===== src/rtl/ram_dp_be.sv =====
// Simple dual-port RAM with per-byte write enables, a hardware clear sequencer,
// selectable read-during-write behaviour and an optional output register.
module ram_dp_be #(
  parameter int DATA_WIDTH = 32,  // must be a multiple of 8
  parameter int ADDR_WIDTH = 6,
  parameter int RDW_MODE   = 0,   // 0: same-address read sees new data, 1: old data
  parameter int OUT_REG    = 0    // 1: extra register stage on the read path
) (
  input  logic                    clk,
  input  logic                    rst_n,
  input  logic                    clr,
  output logic                    busy,
  input  logic                    wr_en,
  input  logic [ADDR_WIDTH-1:0]   wr_addr,
  input  logic [DATA_WIDTH-1:0]   wr_data,
  input  logic [DATA_WIDTH/8-1:0] wr_be,
  input  logic                    rd_en,
  input  logic [ADDR_WIDTH-1:0]   rd_addr,
  output logic [DATA_WIDTH-1:0]   rd_data,
  output logic                    rd_valid
);

  localparam int NUM_BYTES = DATA_WIDTH / 8;
  localparam int DEPTH     = 2 ** ADDR_WIDTH;
  localparam logic [ADDR_WIDTH-1:0] LAST_ADDR = {ADDR_WIDTH{1'b1}};

  typedef enum logic {
    S_IDLE  = 1'b0,
    S_CLEAR = 1'b1
  } state_t;

  state_t                  r_state;
  logic [ADDR_WIDTH-1:0]   r_clr_cnt;
  logic [DATA_WIDTH-1:0]   r_mem [DEPTH];
  logic                    r_rd_vld1;
  logic [DATA_WIDTH-1:0]   r_rd_dat1;

  logic                    w_clearing;
  logic                    w_wr_ok;
  logic                    w_rd_ok;
  logic [DATA_WIDTH-1:0]   w_rd_old;
  logic [DATA_WIDTH-1:0]   w_rd_word;

  assign w_clearing = (r_state == S_CLEAR);
  assign busy       = w_clearing;
  assign w_wr_ok    = !w_clearing && wr_en;
  assign w_rd_ok    = !w_clearing && rd_en;

  // Clear sequencer: reset parks it in CLEAR so every power-up zeroes the array.
  // NOTE: state is updated with non-blocking assignments so every register
  // samples the pre-edge values, regardless of block ordering.
  always_ff @(posedge clk or negedge rst_n) begin
    if (!rst_n) begin
      r_state   <= S_CLEAR;
      r_clr_cnt <= '0;
    end else begin
      case (r_state)
        S_IDLE: begin
          if (clr) begin
            r_state   <= S_CLEAR;
            r_clr_cnt <= '0;
          end
        end
        S_CLEAR: begin
          // clr is deliberately not examined here: a clear never restarts.
          if (r_clr_cnt == LAST_ADDR) begin
            r_state <= S_IDLE;
          end else begin
            r_clr_cnt <= r_clr_cnt + 1'b1;
          end
        end
        default: r_state <= S_CLEAR;
      endcase
    end
  end

  // NOTE: the array has no reset branch; a reset on a memory prevents RAM
  // inference. The clear sequencer is the only way to zero it.
  always_ff @(posedge clk) begin
    if (w_clearing) begin
      r_mem[r_clr_cnt] <= '0;
    end else if (wr_en) begin
      for (int i = 0; i < NUM_BYTES; i++) begin
        if (wr_be[i]) begin
          r_mem[wr_addr][8*i +: 8] <= wr_data[8*i +: 8];
        end
      end
    end
  end

  assign w_rd_old = r_mem[rd_addr];

  // Same-address bypass merges the enabled write lanes into the returned word.
  // NOTE: w_rd_word gets a full default before any conditional update so the
  // block can never infer a latch.
  always_comb begin
    w_rd_word = w_rd_old;
    if ((RDW_MODE == 0) && w_wr_ok && (wr_addr == rd_addr)) begin
      for (int i = 0; i < NUM_BYTES; i++) begin
        if (wr_be[i]) begin
          w_rd_word[8*i +: 8] = wr_data[8*i +: 8];
        end
      end
    end
  end

  always_ff @(posedge clk or negedge rst_n) begin
    if (!rst_n) begin
      r_rd_vld1 <= 1'b0;
      r_rd_dat1 <= '0;
    end else begin
      r_rd_vld1 <= w_rd_ok;
      if (w_rd_ok) begin
        r_rd_dat1 <= w_rd_word;
      end
    end
  end

  generate
    if (OUT_REG != 0) begin : g_out_reg
      logic                  r_rd_vld2;
      logic [DATA_WIDTH-1:0] r_rd_dat2;

      always_ff @(posedge clk or negedge rst_n) begin
        if (!rst_n) begin
          r_rd_vld2 <= 1'b0;
          r_rd_dat2 <= '0;
        end else begin
          r_rd_vld2 <= r_rd_vld1;
          if (r_rd_vld1) begin
            r_rd_dat2 <= r_rd_dat1;
          end
        end
      end

      assign rd_valid = r_rd_vld2;
      assign rd_data  = r_rd_dat2;
    end else begin : g_no_out_reg
      assign rd_valid = r_rd_vld1;
      assign rd_data  = r_rd_dat1;
    end
  endgenerate

endmodule

===== config.mk =====
export PLATFORM = sky130hd
export DESIGN_NAME = ram_dp_be
export DESIGN_NICKNAME = d
export VERILOG_FILES = /design/src/rtl/ram_dp_be.sv
export SDC_FILE = /design/constraint.sdc
export NUM_CORES = 2
export LEC_CHECK = 0
export CORE_MARGIN = 2
export CORE_UTILIZATION = 55
export CTS_CLUSTER_SIZE = 28
export DETAILED_ROUTE_END_ITERATION = 10
export MAX_ROUTING_LAYER = met4
export PLACE_DENSITY = 0.74
export SLEW_MARGIN = 10
export SYNTH_ARGS = -nofsm -noshare
export SYNTH_HDL_FRONTEND = slang
export SYNTH_SLANG_ARGS = --single-unit

===== constraint.sdc =====
create_clock -name clk -period 3.1 [get_ports clk]
set_clock_uncertainty 0.1 [all_clocks]
set_input_delay 0.31 -clock clk [delete_from_list [all_inputs] [get_ports clk]]
set_output_delay 0.31 -clock clk [all_outputs]
set_load 0.005 [all_outputs]

======== Yosys cells after proc, flatten, opt, wreduce, memory -nomap -nowiden ========
Memories as Yosys holds them, arrays and structs flattened.
Cells that the tools add are included.
operators by class
  add/subtract/negate cells ............... 1
  bitwise logic cells ..................... 1
  multiplexer cells ....................... 32
  eq/ne operators ......................... 4
  reduce and logical (&&, ||, !) cells .... 6
operators by type and width
  operator               count
  $mux W32               2
  $mux W8                4
  $reduce_or A32 Y1      1
  $mux W1                20
  $mux W6                3
  $pmux W6 S2            1
  $add A6 B1 Y6 const B  1
  $eq A6 B6 Y1           1
  $eq A6 B6 Y1 const B   1
  $mux W4                1
  $ne A2 B2 Y1 const B   2
  $logic_and A1 B1 Y1    3
  $pmux W1 S2            1
  $reduce_and A2 Y1      1
  $logic_not A1 Y1       1
  $not A1 Y1             1
word-level totals
  logic and storage cells ................. 49
  RAM bits ................................ 2048
  flip-flop bits (word level) ............. 40
  memories kept ........................... 1
memories
  name   depth  bits a word  read ports  clocked after memory_dff  write ports  line  source
  r_mem  64     32           1           0                         1            34    logic [DATA_WIDTH-1:0] r_mem [DEPTH];

======== Longest topological paths before layout ========
  word-level depth ........................ 6
  mapped depth ............................ 12

======== Worst setup path after synthesis ========
OpenSTA, ideal clock, no wires.
  path type ............................... register -> register
  from .................................... reg r_state, in the netlist busy
  to ...................................... mem r_mem[0][10], data pin
  cell stages (with the launch flop) ...... 6
  setup time .............................. 0.367 ns
  setup slack ............................. 0.533 ns
  data required time ...................... 2.633 ns
  path buffers ............................ 2
  period minus slack after synthesis ...... 2.567 ns
  data arrival time ....................... 2.100 ns
  path through ............................ dfstp_2 > nand2b_1 > nor2_1 > clkbuf_1 > clkbuf_1 > and2_1
on the way
  longest elaborated chain between the ends .. 4
  elaborated cells on any way between the ends .. 10
ends and longest elaborated chain
  element                               line  source
  from (decl)                           32    state_t r_state;
  from (signal assigned)                54    r_state <= S_CLEAR;
  from (signal assigned)                60    r_state <= S_CLEAR;
  from (signal assigned)                67    r_state <= S_IDLE;
  $mux W1                               80    if (w_clearing) begin
  $mux W1 (implied by the code)         85    r_mem[wr_addr][8*i +: 8] <= wr_data[8*i +: 8];
  $reduce_or A32 Y1 (no source line) *  n/a
  $mux W32 (no source line) *           n/a
  to (decl)                             34
Mark *: on every way between the ends. The rest lies on a longest branch, timed or not.

======== Worst setup path after layout ========
  from .................................... reg r_state, in the netlist busy
  to ...................................... reg r_rd_dat1[1], in the netlist rd_data[1]
on the way
  longest elaborated chain between the ends .. 4
  elaborated cells on any way between the ends .. 5
ends and longest elaborated chain
  element               line    source
  $logic_not A1 Y1 *    46, 47
  $logic_and A1 B1 Y1   46      assign w_wr_ok = !w_clearing && wr_en;
  $logic_and A1 B1 Y1   98      if ((RDW_MODE == 0) && w_wr_ok && (wr_addr == rd_addr)) begin
  $mux W32              98
  to (signal assigned)  114     r_rd_dat1 <= w_rd_word;
  to (decl)             36      logic [DATA_WIDTH-1:0] r_rd_dat1;
Marks and branches as above.
A chain may end at the register's enable or synchronous reset.

==> results.rst <==
.. list-table::
   :header-rows: 1

   * - Metric
     - Value
   * - Post-synthesis cell type with the largest combined area
     - sky130_fd_sc_hd__edfxtp_1
   * - Total wirelength of the detailed-routed design
     - 205000 um
   * - Part of the cycle the worst path needs
     - 88.2%
   * - Yosys reg bits
     - 2088
   * - DRC marker count from the first detailed-route iteration
     - 5836
   * - Overall Power
     - 67.9 mW
   * - Total leakage power
     - 32.1 nW
   * - Utilization after layout
     - 65.1%
   * - Worst setup SP type
     - flop
   * - Starting density of the core
     - 55.3%
   * - Number of library cell types mapped by synthesis
     - 57
   * - Antenna violations before repair
     - 3
   * - Top cells by area in the synthesized netlist
     - sky130_fd_sc_hd__edfxtp_1, sky130_fd_sc_hd__mux4_2, sky130_fd_sc_hd__nor2_1, sky130_fd_sc_hd__dfrtp_1, sky130_fd_sc_hd__mux2i_1
   * - Vias per cell
     - 6.54
   * - Core box area
     - 147000 um2
   * - Floorplan die width
     - 389 um
   * - Number of flops mapped to enable cells by yosys
     - 2048
   * - Clock input transition at the sequential cells of the worst setup and hold paths
     - 60 ps
   * - Area share of the largest cell type after synthesis
     - 75.5%
   * - Min cycle time layout
     - 2730 ps
   * - Max-slew violation count
     - 0
   * - Global placement routability congestion
     - 0.898
   * - Worst Path Class, Setup
     - reg -> reg
   * - Pin slew with the least headroom to its limit
     - 1190 ps
   * - Setup Slack @ Placement
     - -320 ps
   * - Proportion of register bits with asynchronous set or reset after synthesis
     - 1.92%
   * - Sequential cell area fraction in the yosys report
     - 76.8%
   * - Most used flip-flop cell after synthesis
     - sky130_fd_sc_hd__edfxtp_1
   * - Final worst slack
     - 365 ps
   * - Most frequent cell after synthesis
     - sky130_fd_sc_hd__edfxtp_1
   * - Vias in the first global route
     - 42200
   * - Max rail drop VDD
     - 0.838 mV
   * - Status
     - finished clean
   * - Number of port buffers
     - 86
   * - DR vias
     - 42600
   * - Unrepaired setup endpoints after global routing
     - no
   * - Pin count of the biggest net entering global routing
     - 65
   * - Max clock buf depth
     - 3
   * - Clock tree from TritonCTS
     - done
   * - Area of the mapped netlist
     - 81400 um2
   * - Max-cap violations
     - 0
   * - Leftover overflow at the end of global routing
     - 0
   * - Data arrival, critical path
     - 3300 ps
   * - Total power divided by cell area
     - 707 nW/um2
   * - Clock insertion delay at the later pin of the skew report
     - 810 ps
   * - Number of buffers inserted by post-CTS setup repair
     - 0
   * - Number of placed instances with taps included
     - 6135
   * - GRT Resource Usage Total
     - 28.3%
   * - Required @ worst endpoint
     - 3670 ps
   * - Design area
     - 96000 um2
   * - Number of optimization iterations in the first detailed-route pass
     - 8
   * - Area post-placement
     - 89500 um2
   * - DIE HEIGHT
     - 389 um
   * - Critical path endpoint category
     - flop
   * - Clk sink count
     - 2088
   * - Clock buffers created by TritonCTS
     - 200
   * - HPWL after detailed placement
     - 130000 um
   * - Maximum fanout along the worst path
     - 5
   * - Achievable clock frequency
     - 0.366 GHz
   * - Layout overhead on the synthesized area
     - 17.9%
   * - Final antenna-violating net count
     - 0
   * - H-Tree Depth
     - 4
   * - IO Pins
     - 87
   * - Worst hold slack after final layout
     - 59.5 ps
   * - Synthesized Nets
     - 3797
   * - Ys Warns
     - 0
   * - Final-stage net count
     - 4464
   * - Share of final-layout standard cells stronger than drive strength 1
     - 33.0%
   * - Root Driver
     - sky130_fd_sc_hd__clkbuf_16
   * - Die area
     - 151000 um2
   * - Final-report setup violation count
     - 0
   * - Hold WC Path Type
     - in -> reg
   * - Number of hold-slack violations in the final timing report
     - 0
   * - Number of instances in the synthesized netlist
     - 3743
   * - Number of cell rows
     - 141
   * - Sum of negative setup slack
     - 0 ps
   * - Remaining max-slew budget at the tightest pin
     - 20.6%
   * - Residual DRC count
     - 0
   * - Global-route wire length before repair
     - 297000 um
   * - Top cell types by occurrence after synthesis
     - sky130_fd_sc_hd__edfxtp_1, sky130_fd_sc_hd__mux4_2, sky130_fd_sc_hd__nor2_1, sky130_fd_sc_hd__clkbuf_1, sky130_fd_sc_hd__nand2_1
   * - Average footprint of a synthesized cell
     - 21.7 um2
   * - Number of standard cells in the layout, taps in and fillers out
     - 6509
   * - Per-cell routed wire length
     - 31.6 um
-- kinds of logic after synthesis --
group           after synthesis  share of synthesized area (%)
flops                      2088                           76.8
simple gates                514                           2.79
compound gates              255                           2.18
mux                         637                           16.6
fa+ha+maj                     1                         0.0154
buf+inv                     240                           1.54
xor+xnor                      8                         0.0861
-- final timing paths --
| check | start | endpoint | slack [ps] | cells after the start |
|---|---|---|---|---|
| worst max-delay path | busy | rd_data[1] | 370 | 7 |
| worst min-delay path | wr_data[15] | rd_data[15] | 60 | 3 |
| worst max register to register | busy | rd_data[1] | 370 | 7 |
| worst min register to register | rd_data[10] | rd_data[10] | 390 | 2 |
| max in group asynchronous | rst_n | rd_data[25] | 1940 | 3 |
| min in group asynchronous | rst_n | rd_data[3] | 150 | 3 |
-- metal layers --
metal / part of all wire (%) / GRT usage, %
met1: 38 / 39.6
met4: 3.0 / 7.98
met2: 48 / 43.0
met3: 11 / 5.79
met5: 0 / -
-- layout make-up --
| class | count | area [um2] |
|---|---|---|
| timing repair buffer | 685 | 6780 |
| fill | 9084 | 51300 |
| multi-input combinational | 1415 | 17800 |
| clock buffer | 255 | 5330 |
| inverter | 20 | 75.1 |
| tap | 1930 | 2410 |
| antenna | 1 | 2.50 |
| sequential | 2088 | 62500 |
| clock inverter | 115 | 1100 |
-- critical path, cell delays in order, from the launching register on --
cell and delay, ps:
sky130_fd_sc_hd__dfstp_2 380, sky130_fd_sc_hd__nand2b_1 210, sky130_fd_sc_hd__nor4_2 350, sky130_fd_sc_hd__buf_4 180, sky130_fd_sc_hd__and3_1 700, sky130_fd_sc_hd__nor4_1 120
sky130_fd_sc_hd__a41oi_1 440, sky130_fd_sc_hd__nand2_1 90
-- flip-flops by register name, summed over array words and instances (netlist names) --
signal and count:
r_mem 2048, r_clr_cnt 6, busy 1, rd_data 32, rd_valid 1
-- power by group --
part           switching, mW  internal, mW  total (mW)
sequential             0.694          33.4        34.1
combinational           6.01          3.86        9.87
clock                   10.4          13.6        23.9
total                   17.1          50.8        67.9
-- placed cells by master (no fill, tap or decap), drive strengths merged, types with 33 or more instances in the layout --
| cell type | n |
|---|---|
| edfxtp | 2048 |
| buf | 602 |
| mux4 | 569 |
| nor2 | 289 |
| clkbuf | 256 |
| clkinv | 86 |
| nand2 | 82 |
| clkdlybuf4s50 | 79 |
| a22oi | 64 |
| mux2i | 55 |
| a21oi | 45 |
| dfrtp | 39 |
| and2 | 33 |
-- what timing repair did --
| action | in CTS | in global routing |
|---|---|---|
| setup endpoints to repair | 0 | 1 |
| endpoints found under the hold margin | 40 | 0 |
| resized for setup | 0 | 1 |
| hold buffers | 3 | 0 |
Note: power is estimated with default switching activity, not from simulation.
